$ cat config.mk
export PLATFORM = sky130hd
export DESIGN_NAME = entropy_scheduler
export DESIGN_NICKNAME = d
export VERILOG_FILES = /design/src/rtl/entropy_scheduler.sv
export SDC_FILE = /design/constraint.sdc
export NUM_CORES = 1
export LEC_CHECK = 0
export ABC_AREA = 1
export ABC_CLOCK_PERIOD_IN_PS = 5250
export CORE_UTILIZATION = 35
export DETAILED_ROUTE_END_ITERATION = 10
export HOLD_SLACK_MARGIN = 0.12
export MAX_ROUTING_LAYER = met4
export PLACE_DENSITY = 0.57
export SLEW_MARGIN = 20
export SYNTH_ARGS = -nofsm -noshare
export SYNTH_HDL_FRONTEND = slang
export SYNTH_SLANG_ARGS = --single-unit
export TNS_END_PERCENT = 30
$ cat constraint.sdc
create_clock -name clk -period 5.25 [get_ports clk]
set_input_delay 1.3125 -clock clk [delete_from_list [all_inputs] [get_ports clk]]
set_output_delay 1.3125 -clock clk [all_outputs]
set_load 0.01 [all_outputs]
$ cat src/rtl/entropy_scheduler.sv
// Streams the Y/Cb/Cr blocks of every MCU from the block buffers to the entropy coder,
// two coefficients per beat. Define ENTROPY_SCHED_ABORT_EN to add the abort input.
module entropy_scheduler #(
    parameter int Y_BLOCKS = 4  // luma blocks per MCU: 1, 2 or 4
) (
    input  logic             clk,
    input  logic             reset,
    input  logic             start,
    input  logic [15:0]      mcu_total,
    output logic             busy,
    output logic             frame_done,
    input  logic [2:0]       blk_avail,
    output logic [2:0]       blk_done,
    output logic             rd_en,
    output logic [1:0]       rd_comp,
    output logic [4:0]       rd_addr,
    input  logic [21:0]      rd_data,
    output logic [1:0][10:0] q,
    output logic             q_valid,
    input  logic             q_hold,
    output logic [4:0]       q_cnt,
    output logic [1:0]       q_chroma,
    output logic             q_last_mcu
`ifdef ENTROPY_SCHED_ABORT_EN
    ,
    input  logic             abort
`endif
);

    typedef enum logic [1:0] {S_IDLE, S_WAIT, S_STREAM, S_FLUSH} state_t;

    typedef struct packed {
        logic [21:0] data;
        logic [4:0]  cnt;
        logic [1:0]  comp;
        logic        last;
    } beat_t;

    state_t      state, state_nxt;
    logic [2:0]  blk_idx;
    logic [1:0]  comp;
    logic [15:0] mcu_total_r;
    logic [15:0] mcu_cnt;
    logic        last_mcu;
    logic [4:0]  addr;
    logic        in_flight;
    logic [4:0]  fl_cnt;
    logic [1:0]  fl_comp;
    logic        fl_last;
    beat_t       fifo [2];
    logic        wr_ptr, rd_ptr;
    logic [1:0]  occ;
    beat_t       head;
    logic        pop;
    logic        abort_req;
    logic        start_ok;
    logic        block_end;
    logic        frame_end;
    logic        aborting;

`ifdef ENTROPY_SCHED_ABORT_EN
    assign abort_req = abort;
`else
    assign abort_req = 1'b0;
`endif

    always_comb begin
        if (blk_idx < 3'(Y_BLOCKS))       comp = 2'd0;
        else if (blk_idx == 3'(Y_BLOCKS)) comp = 2'd1;
        else                              comp = 2'd2;
    end

    assign last_mcu = (mcu_cnt == mcu_total_r - 16'd1);
    assign start_ok = (state == S_IDLE) && start && (mcu_total != 16'd0) && !abort_req;

    assign q_valid = (occ != 2'd0);
    assign head    = fifo[rd_ptr];
    assign pop     = q_valid && !q_hold;

    // Outputs are forced to zero when the FIFO is empty so stale storage never shows.
    assign q          = q_valid ? head.data : '0;
    assign q_cnt      = q_valid ? head.cnt  : '0;
    assign q_chroma   = q_valid ? head.comp : '0;
    assign q_last_mcu = q_valid && head.last;

    assign busy    = (state != S_IDLE);
    assign rd_comp = comp;
    assign rd_addr = addr;

    // A read is allowed only if its beat is guaranteed a FIFO slot on arrival.
    assign rd_en = (state == S_STREAM) && !abort_req &&
                   (({1'b0, occ} + {2'b00, in_flight}) < (3'd2 + {2'b00, pop}));

    always_ff @(posedge clk or posedge reset) begin
        if (reset) state <= S_IDLE;
        else       state <= state_nxt;
    end

    // NOTE: every signal gets a default first so no path through the case infers a latch.
    always_comb begin
        state_nxt = state;
        block_end = 1'b0;
        frame_end = 1'b0;
        aborting  = 1'b0;
        case (state)
            S_IDLE:   if (start_ok) state_nxt = S_WAIT;
            S_WAIT:   if (blk_avail[comp]) state_nxt = S_STREAM;
            S_STREAM: if (rd_en && addr == 5'd31) state_nxt = S_FLUSH;
            S_FLUSH: begin
                if (pop && head.cnt == 5'd31) begin
                    block_end = 1'b1;
                    if (comp == 2'd2 && last_mcu) begin
                        frame_end = 1'b1;
                        state_nxt = S_IDLE;
                    end else begin
                        state_nxt = S_WAIT;
                    end
                end
            end
            default: state_nxt = S_IDLE;
        endcase
        if (abort_req && state != S_IDLE) begin
            aborting  = 1'b1;
            block_end = (state == S_STREAM) || (state == S_FLUSH);
            frame_end = 1'b1;
            state_nxt = S_IDLE;
        end
    end

    // NOTE: registered state uses non-blocking assignments so every flop samples pre-edge values.
    always_ff @(posedge clk or posedge reset) begin
        if (reset) begin
            blk_done    <= '0;
            frame_done  <= 1'b0;
            blk_idx     <= '0;
            mcu_cnt     <= '0;
            mcu_total_r <= '0;
            addr        <= '0;
            in_flight   <= 1'b0;
            fl_cnt      <= '0;
            fl_comp     <= '0;
            fl_last     <= 1'b0;
            occ         <= '0;
            wr_ptr      <= 1'b0;
            rd_ptr      <= 1'b0;
        end else begin
            blk_done   <= block_end ? (3'b001 << comp) : 3'b000;
            frame_done <= frame_end;

            if (start_ok) begin
                mcu_total_r <= mcu_total;
                mcu_cnt     <= '0;
                blk_idx     <= '0;
            end else if (aborting) begin
                blk_idx <= '0;
            end else if (block_end) begin
                if (comp == 2'd2) begin
                    blk_idx <= '0;
                    mcu_cnt <= mcu_cnt + 16'd1;
                end else begin
                    blk_idx <= blk_idx + 3'd1;
                end
            end

            if (state != S_STREAM) addr <= '0;
            else if (rd_en)        addr <= addr + 5'd1;

            // Sideband travels with the read so it lines up with rd_data a cycle later.
            in_flight <= rd_en;
            if (rd_en) begin
                fl_cnt  <= addr;
                fl_comp <= comp;
                fl_last <= last_mcu;
            end

            if (aborting) begin
                in_flight <= 1'b0;
                occ       <= '0;
                wr_ptr    <= 1'b0;
                rd_ptr    <= 1'b0;
            end else begin
                if (in_flight) wr_ptr <= ~wr_ptr;
                if (pop)       rd_ptr <= ~rd_ptr;
                occ <= occ + {1'b0, in_flight} - {1'b0, pop};
            end
        end
    end

    // NOTE: FIFO storage has no reset; it is only ever observed through occupancy-qualified reads.
    always_ff @(posedge clk) begin
        if (in_flight && !aborting)
            fifo[wr_ptr] <= '{data: rd_data, cnt: fl_cnt, comp: fl_comp, last: fl_last};
    end

endmodule

==> flow_summary.ini <==
[cts]
ctsHoldBuffers = 0
cts_htree_levels = 4
ctsRootBufferMaster = clkbuf_16
cts.sinks = 119
path_clk_slew_ps = 60
cts_buffers = 17
cts_tree = yes
cts_buffer_depth = 2
cts_setup_buffers = 0
clk_latency_ps = 420
cts_resized = 0

[timing]
setup_viol = 0
fmax_ghz = 0.220
finalCriticalPeriod_ps = 4550
finalSetupTns_ps = 0
finalHoldViolations = 0
slew_headroom_pct = 57.4
post-route-period-util_pct = 86.7
fin_hold_ws_ps = 477
skew_ps = 14.9
worst_pin_slew_ps = 638
rsz0062_at_grt = false
slew_violations = 0

[drt]
drt_iter0_markers = 241
drc = 0
drt-total-wl_mm = 13.2
routed_via_density = 4.72
num_vias = 4486
drtPass1Iterations = 4
detail-route-antenna-nets = 0
wire_per_inst_um = 13.8

[outcome]
outcome = finished clean

[worst_setup_path]
cp_cell_sequence = clkdlybuf4s50_1 > nor2_2 > inv_1 > o21ai_0 > inv_1 > nor2_1 > nand2_1 > inv_1 > clkdlybuf4s50_1
cp-start-kind = input port
r2r-end = mcu_cnt[14]
critPathCaptureType = primary output
r2r_slack_ps = 2430
cp_max_fo = 6
worstRegToRegCells = 13
reg2reg_from = rd_ptr
critPathTopFamily = buffers and inverters
crit_path_top_delay_cell = clkdlybuf4s50_1
crit_type = input port to primary output
arrival_ps = 3240
crit_top_cell = inv_1
critPathRequiredTime_ps = 3940
max_stage_delay_ps = 570
cp.buffers_inverters = 5

[hold_path]
hp-start = fl_cnt[3]
hold_depth = 0
worstHoldPathType = flip-flop to flip-flop
whs_endpoint = fifo[1][6]

[yosys]
yosys_warnings = 0
synthCells = 623
ys_types = 42
seq_area_frac_synth_pct = 56.6
syn-mean-instance-area_um2 = 9.29
ys_ff_latch = 119
synth_nets = 683
synthesis.area_um2 = 5790

[power_and_ir_drop]
power_density_nw_per_um2 = 534
ir_drop_mv = 0.302
p_leak_nw = 3.18

[die]
dieArea_um2 = 17100
start_util_pct = 36.2
io_pins = 89
die_height_um = 131
core_um2 = 16000
rows = 46
dieWidth_um = 131

[global_routing]
antenna_found_initial = 0
grtUsageTotal_pct = 17.0
grt_pass1_vias = 4474
grt_remaining_overflow = 0
grt_pass1_wl_mm = 21.4
grt_max_degree = 36

[layout]
nNetsFinal = 782
layout_common_cells = 164 x nand2_1, 88 x clkdlybuf4s50_1, 68 x inv_1
layout-drive-gt1-share_pct = 8.57
diodes = 0
area_growth_pct = 29.5
final_common_cell = nand2_1

[placement]
port_buffers = 88
finalWeightedCongestion = 0.892
hpwl_mm = 9.44

[flow_run]
cap_violations = 0
cell type report:
class	count	area, µm²
clock buffers	17	425
clock inverters	15	146
fillers	1560	8500
inverters	72	273
multi-input cells	417	2170
flip-flops and latches	119	3280
well taps	216	270
repair buffers	95	933
how the worst max path moves through the flow:
stage,from,endpoint,slack [ps],cells past startpoint
after global routing,q_hold,rd_en,540,9
after CTS,q_hold,rd_en,680,9
after floorplan,q_hold,rd_en,1790,7
final,q_hold,rd_en,700,9
after detailed placement,q_hold,rd_en,680,9
after global placement,q_hold,rd_en,740,9
per-stage QoR:
| stage | area [µm²] | setup slack, ps | util (%) | total power [mW] | instances |
|---|---|---|---|---|---|
| 5_1_grt | 7500 | 540 | 46.9 | 4.29 | 951 |
| 3_3_place_gp | 6930 | 742 | 43.3 | 2.89 | 919 |
| 2_1_floorplan | 5790 | 1790 | - | 2.30 | 623 |
| 6_report | 7500 | 700 | 46.9 | 4.00 | 951 |
| 4_1_cts | 7500 | 676 | 46.9 | 4.04 | 951 |
| 3_5_place_dp | 6930 | 676 | 43.3 | 2.92 | 919 |
synthesized netlist by cell type (all sizes together):
library cell	n	area (µm²)
o21bai	1	7.51
nor2	55	238
nand3b	3	22.5
nor3	12	75.1
and3	2	12.5
xor2	13	114
a21boi	1	7.51
a221oi	1	8.76
nand4	13	96.3
xor3	1	23.8
edfxtp	60	1800
o21ai	46	234
nor4	2	12.5
a211oi	2	15.0
xnor2	8	70.1
buf	4	31.3
nand3	27	153
ha	15	188
nand2	169	652
or2	2	12.5
inv	71	269
a21oi	42	210
o22ai	1	6.26
clkbuf	11	41.3
dfrtp	59	1480
clkinv	1	3.75
o21a	1	7.51
power by group:
| group | leakage (nW) | switching [mW] | internal (mW) |
|---|---|---|---|
| combinational | 1.58 | 0.896 | 0.657 |
| sequential | 1.33 | 0.141 | 1.20 |
| clock | 0.269 | 0.445 | 0.660 |
worst reg2reg max path: stages, from the launching register on:
cell and delay, ps:
dfrtp_1 520, buf_4 300, inv_2 440, nand2_1 160, nand2_1 110, nand2_2 70
nor2_4 160, nand3_4 150, nor2_8 240, inv_4 90, nor3_2 190, nand2_1 110
o21ai_1 130, a21oi_1 50
flip-flops by register name, summed over array words and instances (netlist names), 2 cells and up:
name / flops
fifo: 60
blk_idx: 3
fl_comp: 2
mcu_total_r: 16
fl_cnt: 5
mcu_cnt: 16
rd_addr: 5
blk_done: 3
state: 2
occ: 2
per-layer routing:
layer / global-route usage (%) / vias up / wire (µm)
li1: - / 2264 / -
met2: 26.8 / 115 / 6000
met1: 20.6 / 2082 / 6190
met4: 8.65 / 0 / 307
met5: - / - / 0
met3: 3.79 / 25 / 677
cell families (layout without fill, tap and decap cells):
group / Yosys count / in the layout / synth area share (%)
flops: 119 / 119 / 56.6
buf+inv: 87 / 199 / 5.96
simple gates: 285 / 285 / 22.0
fa+ha+maj: 15 / 15 / 3.24
compound gates: 95 / 95 / 8.58
xor+xnor: 22 / 22 / 3.59
No activity file was read; power rests on OpenSTA's default activity.
